===== src/rtl/gcd_pkg.sv =====
// Shared types and constants for the GCD job sequencer and the subtractive GCD core.
package gcd_pkg;

  typedef enum logic [2:0] {
    IDLE    = 3'd0,
    START   = 3'd1,
    WAIT    = 3'd2,
    CAPTURE = 3'd3,
    ABORT   = 3'd4,
    OUT     = 3'd5
  } seq_state_t;

  localparam int DEFAULT_NUM_WIDTH = 8;

  // Comparator codes used by the core's A/B compare stage.
  localparam logic [1:0] CMP_EQ = 2'd0;
  localparam logic [1:0] CMP_LT = 2'd1;
  localparam logic [1:0] CMP_GT = 2'd2;

endpackage


===== src/rtl/gcd_job_sequencer_if.sv =====
// Operand-in / result-out valid/ready streams of the GCD job sequencer.
interface gcd_job_sequencer_if
  import gcd_pkg::*;
#(
  parameter int NUM_WIDTH = DEFAULT_NUM_WIDTH
);

  logic                 in_valid;
  logic                 in_ready;
  logic [NUM_WIDTH-1:0] in_a;
  logic [NUM_WIDTH-1:0] in_b;
  logic                 out_valid;
  logic                 out_ready;
  logic [NUM_WIDTH-1:0] out_data;
  logic                 out_err;

  // master: the producer of operands and consumer of results
  modport master (
    output in_valid, in_a, in_b, out_ready,
    input  in_ready, out_valid, out_data, out_err
  );

  modport slave (
    input  in_valid, in_a, in_b, out_ready,
    output in_ready, out_valid, out_data, out_err
  );

endinterface


===== src/rtl/gcd_watchdog.sv =====
// Loadable cycle counter with clear, enable and terminal-count flag at TIMEOUT_CYCLES-1.
module gcd_watchdog #(
  parameter  int TIMEOUT_CYCLES = 1024,
  localparam int CW             = $clog2(TIMEOUT_CYCLES)
) (
  input  logic          clk,
  input  logic          rst_n,
  input  logic          clr,
  input  logic          load,
  input  logic [CW-1:0] load_val,
  input  logic          en,
  output logic          tc
);

  logic [CW-1:0] count;

  always_ff @(posedge clk or negedge rst_n) begin
    if (!rst_n) begin
      count <= '0;
    end else if (clr) begin
      count <= '0;
    end else if (load) begin
      count <= load_val;
    end else if (en) begin
      count <= count + 1'b1;
    end
  end

  assign tc = (count == CW'(TIMEOUT_CYCLES - 1));

endmodule


===== src/rtl/gcd_job_sequencer.sv =====
// Feeds operand pairs to an external subtractive GCD core and returns its results,
// bypassing zero operands and aborting runaway jobs with a watchdog.
module gcd_job_sequencer
  import gcd_pkg::*;
#(
  parameter int NUM_WIDTH      = DEFAULT_NUM_WIDTH,
  parameter int TIMEOUT_CYCLES = 1024,
  parameter int CNT_WIDTH      = 16
) (
  input  logic                 clk,
  input  logic                 rst_n,
  gcd_job_sequencer_if.slave   stream,
  output logic                 core_start,
  output logic [NUM_WIDTH-1:0] core_a,
  output logic [NUM_WIDTH-1:0] core_b,
  output logic                 core_rst,
  input  logic                 core_done,
  input  logic [NUM_WIDTH-1:0] core_res,
  output logic                 busy,
  output logic [CNT_WIDTH-1:0] jobs_done
);

  localparam int CW = $clog2(TIMEOUT_CYCLES);

  seq_state_t state, state_nxt;
  logic       wd_clr;
  logic       wd_en;
  logic       wd_tc;
  logic       zero_op;

  // gcd(0,x) = x and gcd(0,0) = 0, so OR-ing the operands gives the answer.
  function automatic logic [NUM_WIDTH-1:0] bypass_result(
    input logic [NUM_WIDTH-1:0] a,
    input logic [NUM_WIDTH-1:0] b
  );
    return a | b;
  endfunction

  gcd_watchdog #(
    .TIMEOUT_CYCLES(TIMEOUT_CYCLES)
  ) u_watchdog (
    .clk      (clk),
    .rst_n    (rst_n),
    .clr      (wd_clr),
    .load     (1'b0),
    .load_val ({CW{1'b0}}),
    .en       (wd_en),
    .tc       (wd_tc)
  );

  assign zero_op  = (stream.in_a == '0) || (stream.in_b == '0);
  assign busy     = (state != IDLE);
  assign core_rst = ~rst_n | (state == ABORT);

  always_ff @(posedge clk or negedge rst_n) begin
    if (!rst_n) begin
      state <= IDLE;
    end else begin
      state <= state_nxt;
    end
  end

  always_comb begin
    state_nxt        = state;
    stream.in_ready  = 1'b0;
    stream.out_valid = 1'b0;
    core_start       = 1'b0;
    wd_clr           = 1'b0;
    wd_en            = 1'b0;
    case (state)
      IDLE: begin
        stream.in_ready = 1'b1;
        if (stream.in_valid) begin
          state_nxt = zero_op ? OUT : START;
        end
      end
      START: begin
        core_start = 1'b1;
        wd_clr     = 1'b1;
        state_nxt  = WAIT;
      end
      WAIT: begin
        wd_en = 1'b1;
        // Done wins over a timeout that lands in the same cycle.
        if (core_done) begin
          state_nxt = CAPTURE;
        end else if (wd_tc) begin
          state_nxt = ABORT;
        end
      end
      CAPTURE: state_nxt = OUT;
      ABORT:   state_nxt = OUT;
      OUT: begin
        stream.out_valid = 1'b1;
        if (stream.out_ready) begin
          state_nxt = IDLE;
        end
      end
      default: state_nxt = IDLE;
    endcase
  end

  // Operands stay on the core from acceptance until the next acceptance.
  always_ff @(posedge clk or negedge rst_n) begin
    if (!rst_n) begin
      core_a          <= '0;
      core_b          <= '0;
      stream.out_data <= '0;
      stream.out_err  <= 1'b0;
      jobs_done       <= '0;
    end else begin
      case (state)
        IDLE: begin
          if (stream.in_valid) begin
            core_a <= stream.in_a;
            core_b <= stream.in_b;
            if (zero_op) begin
              stream.out_data <= bypass_result(stream.in_a, stream.in_b);
              stream.out_err  <= 1'b0;
            end
          end
        end
        CAPTURE: begin
          stream.out_data <= core_res;
          stream.out_err  <= 1'b0;
        end
        ABORT: begin
          stream.out_data <= '0;
          stream.out_err  <= 1'b1;
        end
        OUT: begin
          if (stream.out_ready) begin
            jobs_done <= jobs_done + 1'b1;
          end
        end
        default: ;
      endcase
    end
  end

endmodule


===== src/flat_wrapper.sv =====
// flat-port wrapper written by rule: the top's interface ports become plain ports
module gcd_job_sequencer_flat import gcd_pkg::*;
#(
  parameter int NUM_WIDTH      = DEFAULT_NUM_WIDTH,
  parameter int TIMEOUT_CYCLES = 1024,
  parameter int CNT_WIDTH      = 16
)
  (clk, rst_n, core_start, core_a, core_b, core_rst, core_done, core_res, busy, jobs_done, stream_in_valid, stream_in_a, stream_in_b, stream_out_ready, stream_in_ready, stream_out_valid, stream_out_data, stream_out_err);
  gcd_job_sequencer_if #(.NUM_WIDTH(NUM_WIDTH)) stream_i ();
  input  logic clk;
  input  logic rst_n;
  output logic core_start;
  output logic [NUM_WIDTH-1:0] core_a;
  output logic [NUM_WIDTH-1:0] core_b;
  output logic core_rst;
  input  logic core_done;
  input  logic [NUM_WIDTH-1:0] core_res;
  output logic busy;
  output logic [CNT_WIDTH-1:0] jobs_done;
  input wire logic [$bits(stream_i.in_valid)-1:0] stream_in_valid;
  input wire logic [$bits(stream_i.in_a)-1:0] stream_in_a;
  input wire logic [$bits(stream_i.in_b)-1:0] stream_in_b;
  input wire logic [$bits(stream_i.out_ready)-1:0] stream_out_ready;
  output wire logic [$bits(stream_i.in_ready)-1:0] stream_in_ready;
  output wire logic [$bits(stream_i.out_valid)-1:0] stream_out_valid;
  output wire logic [$bits(stream_i.out_data)-1:0] stream_out_data;
  output wire logic [$bits(stream_i.out_err)-1:0] stream_out_err;
  assign stream_i.in_valid = stream_in_valid;
  assign stream_i.in_a = stream_in_a;
  assign stream_i.in_b = stream_in_b;
  assign stream_i.out_ready = stream_out_ready;
  assign stream_in_ready = stream_i.in_ready;
  assign stream_out_valid = stream_i.out_valid;
  assign stream_out_data = stream_i.out_data;
  assign stream_out_err = stream_i.out_err;
  gcd_job_sequencer #(.NUM_WIDTH(NUM_WIDTH), .TIMEOUT_CYCLES(TIMEOUT_CYCLES), .CNT_WIDTH(CNT_WIDTH)) u_core (.clk(clk), .rst_n(rst_n), .stream(stream_i), .core_start(core_start), .core_a(core_a), .core_b(core_b), .core_rst(core_rst), .core_done(core_done), .core_res(core_res), .busy(busy), .jobs_done(jobs_done));
endmodule

===== config.mk =====
export PLATFORM = sky130hd
export DESIGN_NAME = gcd_job_sequencer_flat
export DESIGN_NICKNAME = d
export VERILOG_FILES = /design/src/rtl/gcd_pkg.sv /design/src/rtl/gcd_job_sequencer_if.sv /design/src/rtl/gcd_watchdog.sv /design/src/rtl/gcd_job_sequencer.sv /design/src/flat_wrapper.sv
export SDC_FILE = /design/constraint.sdc
export NUM_CORES = 1
export LEC_CHECK = 0
export BUFFER_PORTS_ARGS = -buffer_cell sky130_fd_sc_hd__buf_2
export CAP_MARGIN = 30
export CORE_UTILIZATION = 30
export DETAILED_ROUTE_END_ITERATION = 8
export SYNTH_ARGS = -nofsm -noshare
export SYNTH_HDL_FRONTEND = slang
export SYNTH_SLANG_ARGS = --single-unit

===== constraint.sdc =====
create_clock -name clk -period 2.35 [get_ports clk]
set_clock_uncertainty 0.05 [all_clocks]
set_input_delay 0.235 -clock clk [delete_from_list [all_inputs] [get_ports clk]]
set_output_delay 0.235 -clock clk [all_outputs]
set_load 0.005 [all_outputs]

==> impl_results.md <==
- Outcome: completed
- Final setup margin: 396 ps
- Tot GR Track Use: 13.9%
- Pre-antenna DRT Iters: 4
- Critical path class: reg2reg
- Die height: 96.4 um
- Share of the synthesized area in the top cell type: 50.5%
- CP Capture Type: flip-flop
- Fillers: about 900
- Final period utilization: 83.2%
- FF+latch count, synth: 54
- Hold path startpoint: stream_in_a[2]
- Area Growth Syn to Fin: 22.0%
- Largest net degree at the start of global routing: 36
- HP Class: in2reg
- Top delay family on crit path: simple AND/OR/NAND/NOR gates
- Vias in the first global route: between 2,000 and 2,500
- Drt drc: 0
- Starting DRT DRC Count: 91
- CORE AREA: roughly 0.0087 mm^2
- CTS Sinks: 54
- Crit path max fanout: 16
- Worst Path Buf+Inv: 3
- Fmax: 512 MHz
- Cell Area, Synth: roughly 0.0027 mm^2
- Num CTS Buffers: 5
- WL per Instance: about 15 um
- Final setup fails: 0
- Net count after synthesis: roughly 270
- Hold depth: 2
- Input/output buffers: 74
- Worst EP required: about 2500 ps
- Worst reg2reg startpoint: u_core.state[2]
- GRT Residual Overflow: 0
- Sequential area share after synthesis: 50.5%
- First-pass GRT wire length: 9.80 mm
- Post-route antenna net violation count: 0
- Post-layout util: 37.6%
- Max VDD drop: 0.256 mV
- CP max-delay cell: or3_4
- Area contributors post-synth: dfrtp_1, mux2_2, mux2_1
- Worst-path cell chain: buf_4 > or3_4 > inv_4 > and2_1 > buf_4 > mux2_2
- DPL Wire Length: 4.81 mm
- Dominant cell type by area after synthesis: dfrtp_1
- # IOs: between 70 and 80
- CTS tree: built
- Pwr dens: 1040 mW/mm^2
- WL final: 6.35 mm
- Max stage delay on crit path: around 430 ps
- Tmin final: roughly 2000 ps
- Pre-CTS setup slack: about 410 ps
- Crit path DAT: 2090 ps
- Worst-path clk slew: 90 ps
- EDFF count, synth: 0
- Share of cells above drive strength 1: between 30 and 40%
- H-tree Lvls: 2
- Clk_lat worst skew: 300 ps
- Antenna violations before repair: 1
- NumNets Final: ~340
- Post-Syn Area per Cell: 11.4 um^2
- Die Wd: 96.4 um
- Total negative slack: 0 ps
- Hold endpoint: u_core.core_a[2]
- Final Non-Filler Cells: 422
- Clk root buf: clkbuf_8
- Max_slew headroom: 69.8%
- Mapped Cells: 234
- Post-Place Cells: 413
- Vias per cell: just under 5
- Row count: 34
- WHS: 158 ps
- CP dominant cell by count: buf_4
- Distinct cells, synth: 52
- Lkg Pwr: 1.55 nW
- Final slew viol count: 0
- Unrepaired setup endpoints after global routing: false
- Synthesis Warnings: 0
- Asr flop ratio synth: 100%
- Startpoint types: flip-flop
- Ant diodes: 0
- Final Wtd Congestion: between 0.7 and 0.8
- Reg2reg end: u_core.core_a[3]
- Reg2Reg Depth: 6
- Die area: 0.00930 mm^2
- Final Hold Vio Count: 0
- Maxcap violations: 0
- Top_reg_cell synth: dfrtp_1
- R2r setup slk: 400 ps
- CTS Buffer Depth: 2
- Initial Util: 30.8%
- Worst-Margin Slew: 453 ps
- Vias: 2,094
## cell usage in the layout (no fill, tap or decap), types with 2 or more instances in the layout
master	n
o32ai_1	7
nand2_1	18
nor3_1	4
buf_4	7
xnor2_1	10
nand3_1	13
nor4_1	4
ha_1	2
buf_2	74
mux2_2	13
nand4_1	4
and2_1	2
nand2b_1	2
nor4_4	2
inv_1	2
xor2_1	5
a21oi_1	14
mux2_1	11
dfrtp_1	54
and3_1	2
o21ai_0	16
clkbuf_8	6
nor2_1	10
o31ai_1	3
o211ai_1	2
## where the power goes
group,switching (mW),internal [mW],total (mW)
Clock,0.283,0.238,0.521
Combinational,0.702,0.728,1.43
Sequential,0.222,1.22,1.44
Total,1.21,2.19,3.40
## metal layers
layer	part of all wire [%]	wire, um	GRT usage (%)	up-vias
met3	6.5	410	4.30	8
met5	0.20	13	0	-
met1	45	2850	18.3	1017
met4	1.2	74	4.78	2
met2	47	3000	21.6	52
li1	-	-	-	1015
## flip-flops by register name, summed over array words and instances, names as in the netlist
signal,flops
u_core.jobs_done,16
u_core.core_a,8
u_core.u_watchdog.count,10
u_core.stream.out_err,1
u_core.stream.out_data,8
u_core.core_b,8
u_core.state,3
## worst register-to-register path, cell delays in order (launching register included)
cell	delay (ps)
dfrtp_1	390
buf_4	180
or3_4	430
inv_4	80
and2_1	120
buf_4	230
mux2_2	360
## area by class of cell
type,instances,area [um^2],area share (%)
flip-flops and latches,54,1350,41.4
multi-input cells,166,1240,37.9
repair buffers,82,433,13.3
well taps,108,135,4.14
clock buffers,7,86.3,2.64
inverters,4,17.5,0.537
clock inverters,1,5.00,0.153
## cell usage after synthesis, types with 4 or more instances
cell type	count
dfrtp_1	54
nand2_1	18
o21ai_0	16
a21oi_1	14
mux2_2	13
nand3_1	13
mux2_1	11
nor2_1	10
xnor2_1	10
o32ai_1	7
xor2_1	5
nand4_1	4
nor3_1	4
nor4_1	4
## worst max path at each step
stage          depth (start not counted)  slack, ps                   endpoint       startpoint
6_report                               6        400           u_core.core_a[3]  u_core.state[2]
5_1_grt                                5        310  u_core.stream.out_data[7]  u_core.state[0]
4_1_cts                                5        390  u_core.stream.out_data[4]  u_core.state[0]
3_5_place_dp                           5        410  u_core.stream.out_data[4]  u_core.state[0]
3_3_place_gp                           6        450           u_core.core_a[0]  u_core.state[2]
2_1_floorplan                          6        590           u_core.core_a[4]  u_core.state[2]
## through the flow
stage	cell area (um^2)	total power, mW
5_1_grt	3260	3.68
3_3_place_gp	3160	2.88
4_1_cts	3260	3.46
2_1_floorplan	2680	2.37
3_5_place_dp	3160	2.92
6_report	3260	3.40
## cells by family (layout without fill, tap and decap cells)
logic type	count (synthesis)	in the layout	share of synthesized area [%]
AND/OR/NAND/NOR	73	73	17.2
flip-flops	54	54	50.5
AO/OA/AOI/OAI	51	51	12.7
multiplexers	25	25	10.5
XOR/XNOR	15	15	4.91
buffers and inverters	14	94	3.27
adder cells (fa/ha/maj)	2	2	0.935
## repair_timing
| item | 4_1_cts | 5_1_grt |
|---|---|---|
| resized for setup | 0 | 0 |
| setup endpoints to repair | 0 | 0 |
| hold buffers | 1 | 0 |
| setup buffers | 0 | 0 |
| endpoints found under the hold margin | 19 | 0 |
(Power assumes the default switching activity.)
